`src/rtl/cpu_pkg.sv`:
```
// Shared CPU types: branch kinds, ARM condition codes, branch-controller states
// and NZCV bit positions.
package cpu_pkg;

    typedef enum logic [2:0] {
        NONE  = 3'd0,
        B     = 3'd1,
        CBZ   = 3'd2,
        CBNZ  = 3'd3,
        BCOND = 3'd4
    } branch_kind_t;

    typedef enum logic [3:0] {
        EQ, NE, HS, LO, MI, PL, VS, VC,
        HI, LS, GE, LT, GT, LE, AL, NV
    } cond_t;

    typedef enum logic {
        IDLE     = 1'b0,
        REDIRECT = 1'b1
    } bctl_state_t;

    localparam int FLAG_N = 3;
    localparam int FLAG_Z = 2;
    localparam int FLAG_C = 1;
    localparam int FLAG_V = 0;

endpackage

```
`src/rtl/flag_branch_ctrl_if.sv`:
```
// EX-stage branch/flag inputs and the fetch redirect handshake.
// master = pipeline/fetch side, slave = branch controller.
interface flag_branch_ctrl_if #(
    parameter int ADDR_W = 64
);
    logic              ex_valid;
    logic              ex_setflags;
    logic              alu_n;
    logic              alu_z;
    logic              alu_c;
    logic              alu_v;
    logic [2:0]        ex_kind;
    logic [3:0]        ex_cond;
    logic              rt_zero;
    logic [ADDR_W-1:0] ex_target;
    logic              redirect_valid;
    logic              redirect_ready;
    logic [ADDR_W-1:0] redirect_pc;
    logic              stall;
    logic              squash;
    logic [3:0]        flags_q;

    modport master (
        output ex_valid, ex_setflags, alu_n, alu_z, alu_c, alu_v,
               ex_kind, ex_cond, rt_zero, ex_target, redirect_ready,
        input  redirect_valid, redirect_pc, stall, squash, flags_q
    );

    modport slave (
        input  ex_valid, ex_setflags, alu_n, alu_z, alu_c, alu_v,
               ex_kind, ex_cond, rt_zero, ex_target, redirect_ready,
        output redirect_valid, redirect_pc, stall, squash, flags_q
    );
endinterface

```
`src/rtl/cond_eval.sv`:
```
// ARM condition-code evaluator: (cond, NZCV) -> condition holds.
// Purely combinational so it can be shared with conditional select.
module cond_eval
    import cpu_pkg::*;
(
    input  logic [3:0] cond,
    input  logic [3:0] nzcv,
    output logic       taken
);
    logic n, z, c, v;

    assign n = nzcv[FLAG_N];
    assign z = nzcv[FLAG_Z];
    assign c = nzcv[FLAG_C];
    assign v = nzcv[FLAG_V];

    always_comb begin
        taken = 1'b0;
        case (cond_t'(cond))
            EQ: taken = z;
            NE: taken = !z;
            HS: taken = c;
            LO: taken = !c;
            MI: taken = n;
            PL: taken = !n;
            VS: taken = v;
            VC: taken = !v;
            HI: taken = c && !z;
            LS: taken = !c || z;
            GE: taken = (n == v);
            LT: taken = (n != v);
            GT: taken = !z && (n == v);
            LE: taken = z || (n != v);
            AL: taken = 1'b1;
            NV: taken = 1'b1;
            default: taken = 1'b0;
        endcase
    end
endmodule

```
`src/rtl/flag_branch_ctrl.sv`:
```
// NZCV flag register and EX-stage branch resolution; a taken branch becomes a
// registered PC redirect held until fetch accepts it.
module flag_branch_ctrl
    import cpu_pkg::*;
#(
    parameter int ADDR_W = 64
) (
    input  logic               clk,
    input  logic               reset,
    flag_branch_ctrl_if.slave  bus
);
    bctl_state_t       state_q, state_d;
    logic [3:0]        flags_q;
    logic [ADDR_W-1:0] pc_q;
    logic              cond_ok;
    logic              taken;
    logic              accept;

    // Branch decision looks at the registered flags only: no same-cycle bypass.
    cond_eval u_cond (
        .cond  (bus.ex_cond),
        .nzcv  (flags_q),
        .taken (cond_ok)
    );

    always_comb begin
        taken = 1'b0;
        case (bus.ex_kind)
            B:       taken = 1'b1;
            CBZ:     taken = bus.rt_zero;
            CBNZ:    taken = !bus.rt_zero;
            BCOND:   taken = cond_ok;
            default: taken = 1'b0;
        endcase
    end

    always_comb begin
        state_d            = state_q;
        accept             = 1'b0;
        bus.redirect_valid = 1'b0;
        bus.stall          = 1'b0;
        bus.squash         = 1'b0;
        case (state_q)
            IDLE: begin
                accept = bus.ex_valid;
                if (accept && taken) state_d = REDIRECT;
            end
            REDIRECT: begin
                bus.redirect_valid = 1'b1;
                bus.stall          = 1'b1;
                if (bus.redirect_ready) begin
                    bus.squash = 1'b1;
                    state_d    = IDLE;
                end
            end
            default: state_d = IDLE;
        endcase
    end

    always_ff @(posedge clk or posedge reset) begin
        if (reset) begin
            state_q <= IDLE;
            flags_q <= 4'b0000;
            pc_q    <= '0;
        end else begin
            state_q <= state_d;
            if (accept && bus.ex_setflags)
                flags_q <= {bus.alu_n, bus.alu_z, bus.alu_c, bus.alu_v};
            if (accept && taken)
                pc_q <= bus.ex_target;
        end
    end

    assign bus.flags_q     = flags_q;
    assign bus.redirect_pc = pc_q;
endmodule

```
`src/flat_wrapper.sv`:
```
// flat-port wrapper written by rule: the top's interface ports become plain ports
module flag_branch_ctrl_flat import cpu_pkg::*;
#(
    parameter int ADDR_W = 64
)
  (clk, reset, bus_ex_valid, bus_ex_setflags, bus_alu_n, bus_alu_z, bus_alu_c, bus_alu_v, bus_ex_kind, bus_ex_cond, bus_rt_zero, bus_ex_target, bus_redirect_ready, bus_redirect_valid, bus_redirect_pc, bus_stall, bus_squash, bus_flags_q);
  flag_branch_ctrl_if #(.ADDR_W(ADDR_W)) bus_i ();
  input  logic clk;
  input  logic reset;
  input wire logic [$bits(bus_i.ex_valid)-1:0] bus_ex_valid;
  input wire logic [$bits(bus_i.ex_setflags)-1:0] bus_ex_setflags;
  input wire logic [$bits(bus_i.alu_n)-1:0] bus_alu_n;
  input wire logic [$bits(bus_i.alu_z)-1:0] bus_alu_z;
  input wire logic [$bits(bus_i.alu_c)-1:0] bus_alu_c;
  input wire logic [$bits(bus_i.alu_v)-1:0] bus_alu_v;
  input wire logic [$bits(bus_i.ex_kind)-1:0] bus_ex_kind;
  input wire logic [$bits(bus_i.ex_cond)-1:0] bus_ex_cond;
  input wire logic [$bits(bus_i.rt_zero)-1:0] bus_rt_zero;
  input wire logic [$bits(bus_i.ex_target)-1:0] bus_ex_target;
  input wire logic [$bits(bus_i.redirect_ready)-1:0] bus_redirect_ready;
  output wire logic [$bits(bus_i.redirect_valid)-1:0] bus_redirect_valid;
  output wire logic [$bits(bus_i.redirect_pc)-1:0] bus_redirect_pc;
  output wire logic [$bits(bus_i.stall)-1:0] bus_stall;
  output wire logic [$bits(bus_i.squash)-1:0] bus_squash;
  output wire logic [$bits(bus_i.flags_q)-1:0] bus_flags_q;
  assign bus_i.ex_valid = bus_ex_valid;
  assign bus_i.ex_setflags = bus_ex_setflags;
  assign bus_i.alu_n = bus_alu_n;
  assign bus_i.alu_z = bus_alu_z;
  assign bus_i.alu_c = bus_alu_c;
  assign bus_i.alu_v = bus_alu_v;
  assign bus_i.ex_kind = bus_ex_kind;
  assign bus_i.ex_cond = bus_ex_cond;
  assign bus_i.rt_zero = bus_rt_zero;
  assign bus_i.ex_target = bus_ex_target;
  assign bus_i.redirect_ready = bus_redirect_ready;
  assign bus_redirect_valid = bus_i.redirect_valid;
  assign bus_redirect_pc = bus_i.redirect_pc;
  assign bus_stall = bus_i.stall;
  assign bus_squash = bus_i.squash;
  assign bus_flags_q = bus_i.flags_q;
  flag_branch_ctrl #(.ADDR_W(ADDR_W)) u_core (.clk(clk), .reset(reset), .bus(bus_i));
endmodule
```
`config.mk`:
```
export PLATFORM = sky130hd
export DESIGN_NAME = flag_branch_ctrl_flat
export DESIGN_NICKNAME = d
export VERILOG_FILES = /design/src/rtl/cpu_pkg.sv /design/src/rtl/flag_branch_ctrl_if.sv /design/src/rtl/cond_eval.sv /design/src/rtl/flag_branch_ctrl.sv /design/src/flat_wrapper.sv
export SDC_FILE = /design/constraint.sdc
export NUM_CORES = 1
export LEC_CHECK = 0
export CORE_AREA = 2 2 103 85
export DETAILED_ROUTE_END_ITERATION = 8
export DIE_AREA = 0 0 105 87
export PLACE_DENSITY = 0.75
export SLEW_MARGIN = 20
export SYNTH_ARGS = -nofsm -noshare
export SYNTH_HDL_FRONTEND = slang
export SYNTH_SLANG_ARGS = --single-unit
export TNS_END_PERCENT = 20
```
`constraint.sdc`:
```
create_clock -name clk -period 1.9 [get_ports clk]
set_input_delay 0.19 -clock clk [delete_from_list [all_inputs] [get_ports clk]]
set_output_delay 0.19 -clock clk [all_outputs]
set_load 0.1 [all_outputs]
```
### Word level (Yosys, flattened, before mapping)

Cells that the tools add are included.

| storage, ports and cells | value |
|---|---|
| register bits after elaboration | 69 |
| input port bits | 81 |
| word-level logic and storage cells | 48 |

| operators by class | value |
|---|---|
| equality and inequality tests | 21 |
| multiplexer cells | 9 |
| bitwise gates (word level) | 1 |
| reduce and logical (&&, ||, !) cells | 14 |

Operators by type and width:

| kind | number |
|---|---|
| 4-bit equality test (second input constant) | 8 |
| 4-bit by 3-bit equality test with 1-bit output (second input constant) | 4 |
| 1-bit case mux with 15 select lines | 1 |
| 4-bit by 2-bit equality test with 1-bit output (second input constant) | 2 |
| 3-bit by 2-bit equality test with 1-bit output (second input constant) | 2 |
| 1-bit two-way mux | 6 |
| 1-bit logical AND | 5 |
| 1-bit logical NOT | 5 |
| 4-bit by 1-bit equality test with 1-bit output (second input constant) | 1 |
| 4-bit logical NOT | 1 |
| 1-bit case mux with 4 select lines | 1 |
| 3-bit by 1-bit equality test with 1-bit output (second input constant) | 1 |
| 3-bit equality test (second input constant) | 1 |
| 1-bit logical OR | 2 |
| 1-bit case mux with 2 select lines | 1 |
| 2-bit OR reduction | 1 |
| 1-bit equality test | 1 |
| 1-bit != test | 1 |
| 1-bit inverter | 1 |

### Logic depth before layout (Yosys ltp)

Gate-level depths: netlist of run 1.

| logic depth | value |
|---|---|
| depth in word-level cells | 7 |
| depth in mapped cells | 8 |
| mapped depth without buffers | 6 |

### Hierarchy

A second synthesis of run 1 with hierarchy kept.

| second synthesis, totals | value |
|---|---|
| cells, all modules | 184 |
| area total of the unflattened synthesis | 3010.4 µm² |

By module, submodules not included:

| module | times used | cells each | area an instance (µm²) |
|---|---|---|---|
| flag_branch_ctrl | 1 | 155 | 2808.9 |
| cond_eval | 1 | 29 | 201.4 |

### Worst setup path before layout of run 1

OpenSTA, ideal clock, no wires.

| path | value |
|---|---|
| path kind | register -> register |
| start | register u_core.flags_q[0], in the netlist u_core.bus.flags_q[0] |
| end | register u_core.pc_q[10], in the netlist u_core.bus.redirect_pc[10] |
| data arrival time | 2566 ps |
| data required time | 1772 ps |
| path slack | -794 ps |
| stages on the path, launching flop included | 9 |
| path buffers | 2 |
| clock period less this slack | 2694 ps |
| cell sequence | dfrtp_1 > xor2_1 > and3_1 > o31ai_1 > a21oi_1 > a311oi_2 > buf_4 > buf_6 > mux2_1 |

| between the ends | value |
|---|---|
| longest elaborated chain between the ends | 5 |

Ends and longest elaborated chain:

| element | line | RTL |
|---|---|---|
| start: declaration | flag_branch_ctrl.sv:13 | `logic [3:0] flags_q;` |
| start signal: assignment | flag_branch_ctrl.sv:68 | `flags_q <= {bus.alu_n, bus.alu_z, bus.alu_c, bus.alu_v};` |
| 1-bit != test or 1-bit equality test (tied branches) | n/a |  |
| 1-bit logical OR or 1-bit logical AND (tied branches) | cond_eval.sv:33, cond_eval.sv:32 |  |
| 1-bit case mux with 15 select lines * | cond_eval.sv:19 | `case (cond_t'(cond))` |
| 1-bit case mux with 4 select lines * | flag_branch_ctrl.sv:28 | `case (bus.ex_kind)` |
| 1-bit logical AND * | flag_branch_ctrl.sv:69 | `if (accept && taken)` |
| end signal: assignment | flag_branch_ctrl.sv:70 | `pc_q <= bus.ex_target;` |
| end: declaration | flag_branch_ctrl.sv:14 | `logic [ADDR_W-1:0] pc_q;` |

Mark *: on every way between the ends. The rest lies on a longest branch, timed or not.
A chain may end at the register's enable or synchronous reset.

### Worst setup path in the final report of run 1

| path | value |
|---|---|
| start | register u_core.flags_q[0], in the netlist u_core.bus.flags_q[0] |
| end | register u_core.pc_q[35], in the netlist u_core.bus.redirect_pc[35] |

Same word-level chain as after synthesis.

==> results of run 1 <==
path summary, 6_finish.rpt:
| kind | startpoint | endpoint | slack (ns) |
|---|---|---|---|
| max | u_core.bus.flags_q[0] | u_core.bus.redirect_pc[35] | -0.36 |
| min | reset | u_core.bus.redirect_pc[33] | 0.27 |
| max reg2reg | u_core.bus.flags_q[0] | u_core.bus.redirect_pc[35] | -0.36 |
| min reg2reg | u_core.bus.redirect_pc[15] | u_core.bus.redirect_pc[15] | 0.49 |
| max in group asynchronous | reset | u_core.state_q | 1.30 |
| min in group clk | bus_ex_target[1] | u_core.bus.redirect_pc[1] | 0.43 |
Yosys cell counts:
cell	count
nor2b_1	1
a221oi_1	2
o21a_1	1
buf_6	5
and3_1	1
a21oi_1	3
mux2_2	19
buf_4	2
xor2_1	2
buf_2	1
dfrtp_1	69
nor4b_1	1
o21ai_0	2
mux2_1	49
nand2b_1	1
nand2_1	5
and2_1	1
nand3_1	2
inv_1	5
a21o_1	1
xnor2_1	2
nor3b_1	1
nor3_1	2
nor2_1	1
o31ai_1	1
a311oi_2	1
cell type report:
class	count	area [sq um]
fillers	703	3370
clock inverters	5	106
flip-flops and latches	69	1730
repair buffers	174	1600
clock buffers	11	141
well taps	112	140
multi-input cells	99	1080
inverters	5	18.8
kinds of logic after synthesis:
logic type | Yosys count | synth area share [%]
flops | 69 | 62.0
mux | 68 | 27.5
simple gates | 16 | 3.01
buf+inv | 13 | 3.41
compound gates | 11 | 2.87
xor+xnor | 4 | 1.26
sequential cells by signal, indices dropped and copies added, names as in the netlist:
signal / count
u_core.bus.redirect_pc: 64
u_core.bus.flags_q: 4
u_core.state_q: 1
through the flow:
| step | std cells | setup WS (ns) | util [%] | TNS [ns] |
|---|---|---|---|---|
| floorplan | 181 | -0.465 | - | -31.14 |
| finish | 475 | -0.360 | 58.9 | -21.15 |
| detailed placement | 453 | -0.670 | 53.3 | -40.81 |
| global placement | 453 | -0.631 | 53.3 | -39.39 |
| global route | 475 | -0.446 | 58.9 | -27.28 |
| CTS | 469 | -0.385 | 56.3 | -22.16 |
repair_timing:
item,4_1_cts,5_1_grt
gates resized for setup,0,36
buffers inserted,0,2
gates cloned,0,4
pin swaps,0,3
setup endpoints to repair,65,65
endpoints found under the hold margin,0,0
worst register-to-register path, cell delays in order, from the launching register on:
cell	delay, ns
dfrtp_2	0.42
xor2_2	0.15
o21a_1	0.18
o31ai_2	0.27
a21oi_2	0.11
a311oi_4	0.30
buf_4	0.19
clkbuf_16	0.18
mux2_1	0.33
layer usage:
metal | GRT usage (%) | up-vias
met5 | 0 | -
met4 | 5.09 | 0
met2 | 23.3 | 94
met3 | 7.11 | 10
li1 | - | 992
met1 | 17.1 | 1022
==> reports/qor.yml, run 1 <==
critPathKind: "flip-flop to flip-flop"
cp.required_ns: 2.12
maxSlewHeadroom_pct: 70.4
dr_wl_met2_um: 3430
hold_path_class: "primary input to asynchronous set/reset pin"
setup_viol: 65
top_layer_used: "met4"
fmax_mhz: 443
syn_to_final_growth_pct: 72.9
die_height_um: 87
period_share_pct: 119
fin_ws_ns: -0.360
drv_cap: 0
syn_area_per_cell_sq_um: 15.4
netlist.area_leader.share_pct: 62.0
path_depth: 8
start_util_pct: 34.1
syn_inst: 181
yosys-top-cells-area: "dfrtp_1 (62%), mux2_1 (20%), mux2_2 (7.7%), buf_6 (2.0%), inv_1 (0.67%)"
root_buffer: "clkbuf_8"
final_cell_mix: "buf_4 (86), clkdlybuf4s50_1 (80), dfrtp_1 (64), mux2_1 (32), mux2_4 (23)"
placed_cell_area_sq_mm: 0.00436
grt_usage_pct: 14.5
drt_iter0_drc: 44
cp_max_fo: 12
ant_nets: 0
grt_pass1_wl_um: 10400
num_rows: 30
fin_skew_ns: 0.0125
clockBufferDepth: 2
end_kind: "flip-flop"
gp_congestion: 0.767
gr-total-overflow: 0
met3_length_um: 700
post-route-min-period_ns: 2.26
ys_ff_latch: 69
die-area_sq_mm: 0.00914
slowest_delay_ns: 0.42
worstPathBufferInverterCount: 2
holdWs_ns: 0.266
arrival_ns: 2.48
synthesis.area_sq_mm: 0.00279
dieWidth_um: 105
ys_warn_count: 0
path_clk_slew_ns: 0.08
cts_tree: "yes"
hold_viol: 0
clkLatencyLatePin_ns: 0.34
synth_area_leader_cell: "dfrtp_1"
status: "complete, but fails checks"
wirelength_um: 7180
hold_buffers: 0
drt-met1-wl_um: 2950
synth_seq_area_share_pct: 62.0
dp_hpwl_um: 4820
start_kind: "flip-flop"
finish.instance_area_sq_mm: 0.00482
io_buffers: 151
antenna_found_initial: 0
first_global_vias: 2251
worstPathCellList: "xor2_2, o21a_1, o31ai_2, a21oi_2, a311oi_4, buf_4, clkbuf_16, mux2_1"
synthDistinctLibCells: 26
final_common_cell: "buf_4"
violations: "negative setup slack"
final_nets: 439
io-pin-count: 152
grt_max_degree: 52
tightest_slew_ns: 0.444
drc: 0
syn_nets: 262
cp_slowest_cell: "dfrtp_2"
core_area_sq_mm: 0.00818
vias_per_cell: 4.46
cts_buffers: 9
htreeDepth: 3
diodes: 0
clkSinkCount: 69
path_delay_family: "compound AO/OA/AOI/OAI gates"
firstDrtPassIters: 4
wire_per_inst_um: 15.1
final_layout_size_suffix_gt1_share_pct: 42.7
rsz0062_at_grt: "yes"
slew_viol_final: 0
routed-via-count: 2118
ff2ff_path_depth: 8
Power of run 1 is left out: the tool's default activity adds up to more than one toggle a clock period on the data nets, which glitch-free logic cannot reach.
==> run 2: changes to the inputs <==
- CORE_AREA: 2 2 103 85 -> 2 2 71 124
- DIE_AREA: 0 0 105 87 -> 0 0 73 126
- PLACE_DENSITY: 0.75 -> 0.74
==> reports/qor.yml, run 2 (same netlist as run 1, synthesis figures left out) <==
maxSlewHeadroom_pct: 71.1
hold_viol: 0
period_share_pct: 116
drc: 0
routed-via-count: 2114
hold_buffers: 0
dp_cells: 434
rsz0062_at_grt: "yes"
io-pin-count: 152
fmax_mhz: 452
setup_viol: 65
syn_to_final_growth_pct: 67.9
post-route-min-period_ns: 2.21
critPathKind: "flip-flop to flip-flop"
regToRegStartpoint: "u_core.bus.flags_q[0]"
clkLatencyLatePin_ns: 0.32
cp.required_ns: 2.10
ant_nets: 0
largest_reg_flops: 64
cp_slowest_cell: "dfrtp_2"
root_buffer: "clkbuf_16"
wirelength_um: 7040
antenna_found_initial: 0
slowest_delay_ns: 0.42
hold_path_class: "primary input to asynchronous set/reset pin"
cts_tree: "yes"
arrival_ns: 2.42
gp_congestion: 0.903
grt_pass1_wl_um: 11000
clkSinkCount: 69
final-instance-count-excl-fill: 450
nFillCells: 709
core_area_sq_mm: 0.00820
htreeDepth: 3
die_height_um: 126
ff2ff_path_depth: 8
post-cts-setup-buffers: 0
r2r-end: "u_core.bus.redirect_pc[53]"
die-area_sq_mm: 0.00920
diodes: 0
final_cell_mix: "buf_4 (84), clkdlybuf4s50_1 (80), dfrtp_1 (64), mux2_1 (41), mux2_2 (19)"
slew_viol_final: 0
gr-total-overflow: 0
vias_per_cell: 4.70
status: "complete, but fails checks"
worstPathCellList: "xor2_2, and3_1, o31ai_1, a21oi_1, a311oi_4, buf_6, buf_12, mux2_2"
dp_hpwl_um: 5570
num_rows: 44
fin_skew_ns: 0.00606
drt_iter0_drc: 67
wire_per_inst_um: 15.6
cts_buffers: 9
io_buffers: 151
dieWidth_um: 73
final_nets: 434
start_util_pct: 34.0
start_kind: "flip-flop"
area.sequential_sq_mm: 0.00173
cp_max_fo: 18
drv_cap: 0
grt_max_degree: 36
multi_input_area_sq_mm: 0.00102
final_layout_size_suffix_gt1_share_pct: 39.1
rrSetupSlack_ns: -0.31
violations: "negative setup slack"
grt_usage_pct: 16.0
final_common_cell: "buf_4"
path_clk_slew_ns: 0.05
tightest_slew_ns: 0.433
firstDrtPassIters: 4
end_kind: "flip-flop"
first_global_vias: 2292
fin_ws_ns: -0.311
clockBufferDepth: 2
-- run 2: cell types whose count changed in the layout (fill, tap and decap cells not counted), sizes merged --
cell	delta
clkinv	+3
clkbuf	-1
bufinv	-3
buf	-3
inv	-1
-- run 2: cell type report --
| class | instances | area share (%) |
|---|---|---|
| sequential | 69 | 37.0 |
| timing repair buffer | 169 | 32.4 |
| multi-input combinational | 99 | 21.8 |
| clock buffer | 12 | 5.48 |
| tap | 92 | 2.46 |
| clock inverter | 4 | 0.481 |
| inverter | 5 | 0.401 |
-- run 2: per-layer routing --
layer / global-route usage [%] / vias up / share of wire [%]
met1: 15.2 / 1028 / 32
met3: 4.56 / 18 / 5.3
met4: 8.50 / 0 / 3.3
met5: 0 / - / 0
li1: - / 977 / -
met2: 29.4 / 91 / 59
-- run 2: how the worst max path moves through the flow --
stage,endpoint,from,depth (start not counted)
CTS,u_core.bus.redirect_pc[13],u_core.bus.flags_q[0],8
global route,u_core.bus.redirect_pc[61],u_core.bus.flags_q[0],8
global placement,u_core.bus.redirect_pc[44],bus_ex_cond[0],8
detailed placement,u_core.bus.redirect_pc[51],bus_ex_cond[0],8
floorplan,u_core.bus.redirect_pc[10],u_core.bus.flags_q[0],8
finish,u_core.bus.redirect_pc[53],u_core.bus.flags_q[0],8
-- run 2: what timing repair did --
| item | CTS | global route |
|---|---|---|
| pin swaps | 1 | 0 |
| resized for setup | 2 | 9 |
| gates cloned | 0 | 0 |
| endpoints found under the setup margin | 65 | 65 |
-- run 2: metrics by stage --
stage / instance area (sq um) / util [%] / hold slack [ns] / TNS [ns] / setup WS (ns)
6_report: 4680 / 57.0 / 0.289 / -18.12 / -0.311
5_1_grt: 4680 / 57.0 / 0.317 / -24.53 / -0.401
4_1_cts: 4640 / 56.6 / 0.292 / -18.91 / -0.315
3_5_place_dp: 4360 / 53.1 / 0.483 / -39.54 / -0.660
3_3_place_gp: 4360 / 53.1 / 0.475 / -36.32 / -0.590
2_1_floorplan: 2800 / - / 0.283 / -31.14 / -0.465
-- run 2: critical path: cells and delay by family (launching register included) --
kind	cells	cell delay (ns)
xor+xnor	1	0.16
simple gates	1	0.18
flops	1	0.42
mux	1	0.35
buf+inv	2	0.33
compound gates	3	0.65
Power of run 2 is left out for the same reason.
==> run 3: changes to the inputs <==
- CORE_AREA: 2 2 71 124 -> 2 2 76 133
- DIE_AREA: 0 0 73 126 -> 0 0 78 135
- PLACE_DENSITY: 0.74 -> 0.66
==> reports/qor.yml, run 3 (same netlist as run 1, synthesis figures left out) <==
grt_max_degree: 70
clkSinkCount: 69
die_height_um: 135
critPathKind: "flip-flop to flip-flop"
fin_skew_ns: 0.00582
drc: 0
grtUsageMet3_pct: 4.08
io_buffers: 151
core_area_sq_mm: 0.00941
start_util_pct: 29.6
dieWidth_um: 78
status: "complete, but fails checks"
final_common_cell: "buf_4"
hold_viol: 0
grt_usage_pct: 14.8
first_global_vias: 2367
rsz0062_at_grt: "yes"
num_rows: 47
final_nets: 441
cts_buffers: 9
antenna_found_initial: 0
hold_path_class: "primary input to asynchronous set/reset pin"
setup_viol: 64
syn_to_final_growth_pct: 79.1
vias_per_cell: 4.42
wire_per_inst_um: 16.1
path_clk_slew_ns: 0.05
use_met2_pct: 28.4
slew_viol_final: 0
met1_usage_pct: 13.5
final_layout_size_suffix_gt1_share_pct: 47.4
drt_iter0_drc: 22
drv_cap: 0
arrival_ns: 2.38
root_buffer: "clkbuf_16"
routed-via-count: 2144
final_cell_mix: "buf_4 (85), clkdlybuf4s50_1 (80), dfrtp_1 (64), mux2_4 (41), mux2_1 (16)"
wirelength_um: 7810
ant_nets: 0
htreeDepth: 3
busiest_layer: "met2"
start_kind: "flip-flop"
maxSlewHeadroom_pct: 70.1
dp_hpwl_um: 5730
post-route-min-period_ns: 2.18
clkLatencyLatePin_ns: 0.32
hold_buffers: 0
fin_ws_ns: -0.282
final_core_utilization_pct: 53.0
io-pin-count: 152
end_kind: "flip-flop"
violations: "negative setup slack"
tightest_slew_ns: 0.445
die-area_sq_mm: 0.0105
cp_max_fo: 15
largest_reg_flops: 64
firstDrtPassIters: 3
fmax_mhz: 458
cp.required_ns: 2.10
gp_congestion: 0.816
diodes: 0
grt_pass1_wl_um: 11700
clockBufferDepth: 2
cts_tree: "yes"
period_share_pct: 115
gr-total-overflow: 0
-- run 3: final cells by class --
cell class	count	area [sq um]
Tap cell	122	153
Multi-Input combinational cell	99	1160
Fill cell	843	4420
Timing Repair Buffer	176	1640
Sequential cell	69	1730
Inverter	5	18.8
Clock buffer	12	246
Clock inverter	2	35.0
-- run 3: through the flow --
step	hold WS, ns	setup WS (ns)	instance area (sq um)	TNS (ns)	cells
2_1_floorplan	0.283	-0.465	2800	-31.14	181
3_3_place_gp	0.475	-0.555	4450	-34.27	466
3_5_place_dp	0.483	-0.582	4450	-35.87	466
4_1_cts	0.290	-0.303	4750	-17.71	482
5_1_grt	0.322	-0.389	4990	-21.28	485
6_report	0.286	-0.282	4990	-15.21	485
-- run 3: metal layers --
layer / share of wire (%) / up-vias
met5: 0 / -
met4: 3.3 / 0
met3: 5.9 / 14
met2: 58 / 87
met1: 33 / 1049
li1: - / 994
-- run 3: what timing repair did --
action	in CTS	in global routing
setup buffers	2	1
pin swaps	0	2
resized for setup	3	46
endpoints found under the hold margin	0	0
cloned	0	2
setup endpoints to repair	65	65
-- run 3: final timing paths --
| kind | startpoint | to | cells past startpoint | slack, ns |
|---|---|---|---|---|
| max | u_core.bus.flags_q[0] | u_core.bus.redirect_pc[21] | 9 | -0.28 |
| min | reset | u_core.bus.redirect_pc[15] | 3 | 0.29 |
| max reg2reg | u_core.bus.flags_q[0] | u_core.bus.redirect_pc[21] | 9 | -0.28 |
| min reg2reg | u_core.bus.redirect_pc[37] | u_core.bus.redirect_pc[37] | 1 | 0.49 |
| max in group asynchronous | reset | u_core.bus.flags_q[0] | 3 | 1.31 |
| min in group clk | bus_redirect_ready | u_core.state_q | 2 | 0.43 |
-- run 3: critical path: stages (launching register included) --
cell and delay (ns):
dfrtp_2 0.42, buf_6 0.13, xnor2_2 0.14, nand3_1 0.13
a21oi_2 0.20, xnor2_2 0.10, a311oi_4 0.26, buf_6 0.19
buf_12 0.16, mux2_1 0.34
Power of run 3 is left out for the same reason.
